## config.mk

```make
export PLATFORM = sky130hd
export DESIGN_NAME = sinusoidal_oscillator_multi
export DESIGN_NICKNAME = d
export VERILOG_FILES = /design/src/rtl/sinusoidal_oscillator_multi.sv
export SDC_FILE = /design/constraint.sdc
export NUM_CORES = 1
export LEC_CHECK = 0
export CORE_MARGIN = 2
export CORE_UTILIZATION = 52
export DETAILED_ROUTE_END_ITERATION = 8
export PLACE_DENSITY = 0.78
export SLEW_MARGIN = 30
export SYNTH_ARGS = -nofsm -noshare
export SYNTH_HDL_FRONTEND = slang
export SYNTH_SLANG_ARGS = --single-unit
```

## constraint.sdc

```tcl
create_clock -name qzt_clk -period 6.2 [get_ports qzt_clk]
set_input_delay 0.93 -clock qzt_clk [delete_from_list [all_inputs] [get_ports qzt_clk]]
set_output_delay 0.93 -clock qzt_clk [all_outputs]
set_load 0.02 [all_outputs]
```

## src/rtl/sinusoidal_oscillator_multi.sv

```systemverilog
// Multi-channel discrete harmonic oscillator bank. Symplectic Euler steps run
// through one shared add/subtract datapath, then all output lanes update together.
module sinusoidal_oscillator_multi #(
   parameter int WIDTH         = 17,
   parameter int OUT_W         = 12,
   parameter int CHANNELS      = 2,
   parameter int K_W           = 4,
   parameter int SATURATE      = 1,
   parameter int OFFSET_BINARY = 1
) (
   input  logic                      qzt_clk,
   input  logic                      reset_n,
   input  logic                      step,
   input  logic                      load,
   input  logic [CHANNELS*WIDTH-1:0] x0_bus,
   input  logic [CHANNELS*WIDTH-1:0] v0_bus,
   input  logic [K_W-1:0]            k,
   input  logic                      damp_en,
   input  logic [3:0]                damp_shift,
   output logic [CHANNELS*OUT_W-1:0] wave_bus,
   output logic                      wave_valid,
   output logic                      busy,
   output logic                      overflow,
   output logic                      step_missed
);
   localparam int CW = (CHANNELS > 1) ? $clog2(CHANNELS) : 1;
   localparam int SW = WIDTH + 2;
   localparam logic signed [SW-1:0] MAX_S = {3'b000, {(WIDTH-1){1'b1}}};
   localparam logic signed [SW-1:0] MIN_S = {3'b111, {(WIDTH-1){1'b0}}};
   localparam logic [OUT_W-1:0] ENC_ZERO = (OFFSET_BINARY != 0) ? {1'b1, {(OUT_W-1){1'b0}}} : '0;

   typedef enum logic [1:0] {IDLE, CALC_V, CALC_X, DONE} state_t;

   state_t                    state_q, state_d;
   logic [CW-1:0]             chan_q, chan_d;
   logic signed [WIDTH-1:0]   x_q [CHANNELS];
   logic signed [WIDTH-1:0]   x_d [CHANNELS];
   logic signed [WIDTH-1:0]   v_q [CHANNELS];
   logic signed [WIDTH-1:0]   v_d [CHANNELS];
   logic [CHANNELS*OUT_W-1:0] wave_q, wave_d;
   logic                      wave_valid_q, wave_valid_d;
   logic                      busy_q, busy_d;
   logic                      overflow_q, overflow_d;
   logic                      step_missed_q, step_missed_d;

   logic signed [WIDTH-1:0] cur_x, cur_v, sh, dsh, fit_val;
   logic signed [SW-1:0]    sum, damp_e;
   logic                    is_v, ovf;

   function automatic logic [OUT_W-1:0] encode(input logic signed [WIDTH-1:0] xv);
      logic [OUT_W-1:0] s;
      s = xv[WIDTH-1 -: OUT_W];
      if (OFFSET_BINARY != 0) s[OUT_W-1] = ~s[OUT_W-1];
      return s;
   endfunction

   function automatic logic signed [SW-1:0] ext(input logic signed [WIDTH-1:0] a);
      return {{2{a[WIDTH-1]}}, a};
   endfunction

   // Shared datapath: CALC_V computes v - (x>>>k) - damping, CALC_X computes x + (v>>>k)
   always_comb begin
      cur_x  = x_q[chan_q];
      cur_v  = v_q[chan_q];
      is_v   = (state_q == CALC_V);
      sh     = (is_v ? cur_x : cur_v) >>> k;
      dsh    = cur_v >>> damp_shift;
      damp_e = (is_v && damp_en) ? ext(dsh) : '0;
      if (is_v) sum = ext(cur_v) - ext(sh) - damp_e;
      else      sum = ext(cur_x) + ext(sh);
      ovf = (sum > MAX_S) || (sum < MIN_S);
      if (ovf && (SATURATE != 0)) fit_val = (sum > MAX_S) ? MAX_S[WIDTH-1:0] : MIN_S[WIDTH-1:0];
      else                        fit_val = sum[WIDTH-1:0];
   end

   always_comb begin
      state_d       = state_q;
      chan_d        = chan_q;
      x_d           = x_q;
      v_d           = v_q;
      wave_d        = wave_q;
      wave_valid_d  = 1'b0;
      busy_d        = busy_q;
      overflow_d    = overflow_q;
      step_missed_d = step_missed_q;
      if (load) begin
         for (int unsigned c = 0; c < CHANNELS; c++) begin
            x_d[c] = x0_bus[c*WIDTH +: WIDTH];
            v_d[c] = v0_bus[c*WIDTH +: WIDTH];
            wave_d[c*OUT_W +: OUT_W] = encode(x_d[c]);
         end
         wave_valid_d  = 1'b1;
         state_d       = IDLE;
         chan_d        = '0;
         busy_d        = 1'b0;
         overflow_d    = 1'b0;
         step_missed_d = 1'b0;
      end else begin
         if (step && (state_q != IDLE)) step_missed_d = 1'b1;
         case (state_q)
            IDLE: begin
               if (step) begin
                  state_d = CALC_V;
                  chan_d  = '0;
                  busy_d  = 1'b1;
               end
            end
            CALC_V: begin
               v_d[chan_q] = fit_val;
               if (ovf) overflow_d = 1'b1;
               state_d = CALC_X;
            end
            CALC_X: begin
               x_d[chan_q] = fit_val;
               if (ovf) overflow_d = 1'b1;
               // Lanes are captured on entry to DONE so wave_valid and wave_bus align
               if (chan_q == CW'(CHANNELS-1)) begin
                  state_d      = DONE;
                  wave_valid_d = 1'b1;
                  for (int unsigned c = 0; c < CHANNELS; c++)
                     wave_d[c*OUT_W +: OUT_W] = encode(x_d[c]);
               end else begin
                  chan_d  = chan_q + 1'b1;
                  state_d = CALC_V;
               end
            end
            default: begin
               state_d = IDLE;
               busy_d  = 1'b0;
            end
         endcase
      end
   end

   always_ff @(posedge qzt_clk or negedge reset_n) begin
      if (!reset_n) begin
         state_q       <= IDLE;
         chan_q        <= '0;
         x_q           <= '{default: '0};
         v_q           <= '{default: '0};
         wave_q        <= {CHANNELS{ENC_ZERO}};
         wave_valid_q  <= 1'b0;
         busy_q        <= 1'b0;
         overflow_q    <= 1'b0;
         step_missed_q <= 1'b0;
      end else begin
         state_q       <= state_d;
         chan_q        <= chan_d;
         x_q           <= x_d;
         v_q           <= v_d;
         wave_q        <= wave_d;
         wave_valid_q  <= wave_valid_d;
         busy_q        <= busy_d;
         overflow_q    <= overflow_d;
         step_missed_q <= step_missed_d;
      end
   end

   assign wave_bus    = wave_q;
   assign wave_valid  = wave_valid_q;
   assign busy        = busy_q;
   assign overflow    = overflow_q;
   assign step_missed = step_missed_q;
endmodule

```

==> key figures <==
Outcome
  • Status: finished clean

Routing
  • DRT Pass-1 Iters: 6
  • Iteration-0 DRC Markers: approximately 920
  • Drt total wl: 31200 um
  • Wire per inst: between 20 and 25 um
  • Post-DRT Antenna Nets: 0
  • DRC errors left: 0
  • Vias per cell: 6.32
  • Via Count: 9460

STA
  • Final clock period utilization by the worst path: 94.9%
  • Setup Skew: 16.6 ps
  • Final Hold Vio Count: 0
  • Worst-margin pin slew: 1080 ps
  • Setup-failing EPs final: 0
  • Min Hold Slack: ~470 ps
  • Unrepaired setup endpoints after global routing: no
  • Final Critical Period: 5880 ps
  • Peak Freq: between 150 and 200 MHz
  • Slew HR: 27.5%
  • Slew Viols, Final: 0
  • Final setup TNS: 0 ps

Clock tree
  • Worst skew pair latency: 350 ps
  • H-tree depth: 3
  • CTS Buffer Depth: 2
  • CTS tree: built
  • Clock sinks: between 90 and 100
  • CTS root buf: clkbuf_16
  • Total CTS buffers: 9
  • CTS Hold Bufs: 0
  • CTS clk-pin slew, worst paths: approximately 80 ps

Global route
  • Number of global-route vias before repair: 9098
  • GR Layer Usage met2: 49.3%
  • First-pass GRT wire length: 49000 um
  • GR peak layer: met2
  • Grt met3 use: 5.96%
  • Pin count of the biggest net entering global routing: 74
  • Initial antenna violation count: 0
  • Total gr overflow: 0
  • Total track usage: 32.0%
  • GRT met1 Usage: 44.7%

Synth
  • Synth cell types: 69
  • Netlist area before placement: 9340 um2
  • Synth area leader: dfrtp_1
  • Cell with the most instances after synthesis: o21ai_0
  • Yosys reg bits: 99
  • Synth Instances: 1152
  • Avg Cell Area, Syn: 8.11 um2
  • Ys flop type: dfrtp_1
  • Yosys top cell area share: 26.0%
  • Synth cell count leaders: 121 x o21ai_0, 119 x nand2_1, 113 x a21oi_1
  • Post-synthesis net count: 1290
  • Register area share after synthesis: a little over a quarter
  • Asr flop ratio synth: 100%
  • Synth warn: 0
  • Post-synth EDFFs: 0
  • Most area-consuming cells after synthesis: dfrtp_1 26%, o21ai_0 6.5%, a21oi_1 6.1%

Floorplan
  • Num ports: 109
  • Die ar.: 19000 um2
  • Core footprint: 17800 um2
  • Initial Utilization: between 50% and 60%
  • Die W: 138 um
  • Die Height: 138 um
  • Row count: 49

Finish
  • Antenna diode count: 0
  • Final Instance Area: 11300 um2
  • Final non-filler cell total: 1496
  • Area growth syn-to-layout: 21.2%
  • Number of nets in the layout: 1400
  • Layout cells sized above 1: 13.4%
  • Fill count: 1501

Critical path
  • Worst endpoint required time: 6390 ps
  • CP Launch Type: flip-flop
  • CP endpoint kind: flip-flop
  • CP arrival: 6080 ps
  • Worst Path Max Fanout: 24
  • CP Class: reg2reg

Pwr
  • Maximum VDD drop: 308 uV
  • Leak: 0.00494 uW
  • Final Power: 7130 uW
  • Pwr dens: 630 nW/um2

Placed design
  • Dpl hpwl: 24300 um
  • Placed cells: 1478
  • Port bufs: 108
  • Placement Cell Area: roughly 11000 um2
  • RD Place Congestion: ~0.95

Worst hold path
  • Min-delay worst type: in2async

Job
  • Max Cap Viol: 0
[kinds of logic after synthesis]
logic type | Yosys count | synth area share (%)
buffers and inverters | 149 | 6.15
AO/OA/AOI/OAI | 392 | 26.4
XOR/XNOR | 22 | 2.06
flip-flops | 99 | 26.6
AND/OR/NAND/NOR | 329 | 16.2
multiplexers | 104 | 13.5
adder cells (fa/ha/maj) | 57 | 9.08
[sequential cells by signal (all words and copies together) (netlist names), named ones only]
register     cells
wave_bus        24
step_missed      1
wave_valid       1
x_q             32
state_q          2
v_q             34
overflow         1
chan_q           1
busy             1
[worst max-delay path: stages, from the launching register on]
cell and delay, ps:
dfrtp_2 510, buf_12 230, mux2i_2 350, inv_1 90, o21ai_0 210, inv_1 180, nand2_1 100, o21ai_0 80
nand2_1 60, o21ai_0 140, mux2_2 360, fa_1 520, inv_1 50, ha_1 350, a21o_1 230, a221oi_2 320
o31ai_1 150, o22a_1 210, a311o_1 380, o31ai_4 370, buf_4 250, nand2_1 180, o22ai_1 240, a22oi_1 140
[repair_timing]
| action | CTS | global route |
|---|---|---|
| setup buffers | 0 | 2 |
| setup endpoints to repair | 0 | 68 |
| resized for setup | 0 | 10 |
[per-layer routing]
layer | wire [um] | vias up
met1 | 13100 | 4445
met5 | 0 | -
met2 | 14100 | 530
met4 | 1370 | 0
met3 | 2630 | 91
li1 | - | 4394
[area by class of cell]
type / count / area [um2] / area share [%]
clock buffer: 10 / 229 / 2.02
clock inverter: 6 / 66.3 / 0.586
inverter: 71 / 267 / 2.35
multi-input combinational: 904 / 6310 / 55.8
sequential: 99 / 2480 / 21.9
tap: 229 / 287 / 2.53
timing repair buffer: 177 / 1680 / 14.8
[report_power, final]
part / switching, uW / total, uW / internal, uW
combinational: 3350 / 5620 / 2270
clock: 260 / 575 / 315
sequential: 126 / 943 / 817
total: 3730 / 7130 / 3400
[per-stage QoR]
stage	utilization, %	setup WS (ps)
floorplan	-	301
global placement	61.7	119
detailed placement	61.7	24.9
CTS	63.4	248
global route	63.7	31.1
finish	63.7	316
[path summary, 6_finish.rpt]
check                           slack, ps     start  endpoint  depth (start not counted)
worst max-delay path                  320    chan_q    x_q[6]                         23
worst min-delay path                  470   reset_n      busy                          1
worst max register to register        320    chan_q    x_q[6]                         23
worst min register to register        500  overflow  overflow                          1
max in group asynchronous            4730   reset_n    v_q[2]                          2
min in group qzt_clk                  500  overflow  overflow                          1
[cells in the final DEF (no fill, tap or decap), drive strengths merged, types with 19 or more instances in the layout]
cell,instances
a21o,19
a21oi,117
and3,29
buf,71
clkdlybuf4s50,105
dfrtp,97
ha,39
inv,71
mux2,45
mux2i,47
nand2,119
nand3,26
nor2,88
o21ai,124
(Power assumes the default switching activity.)
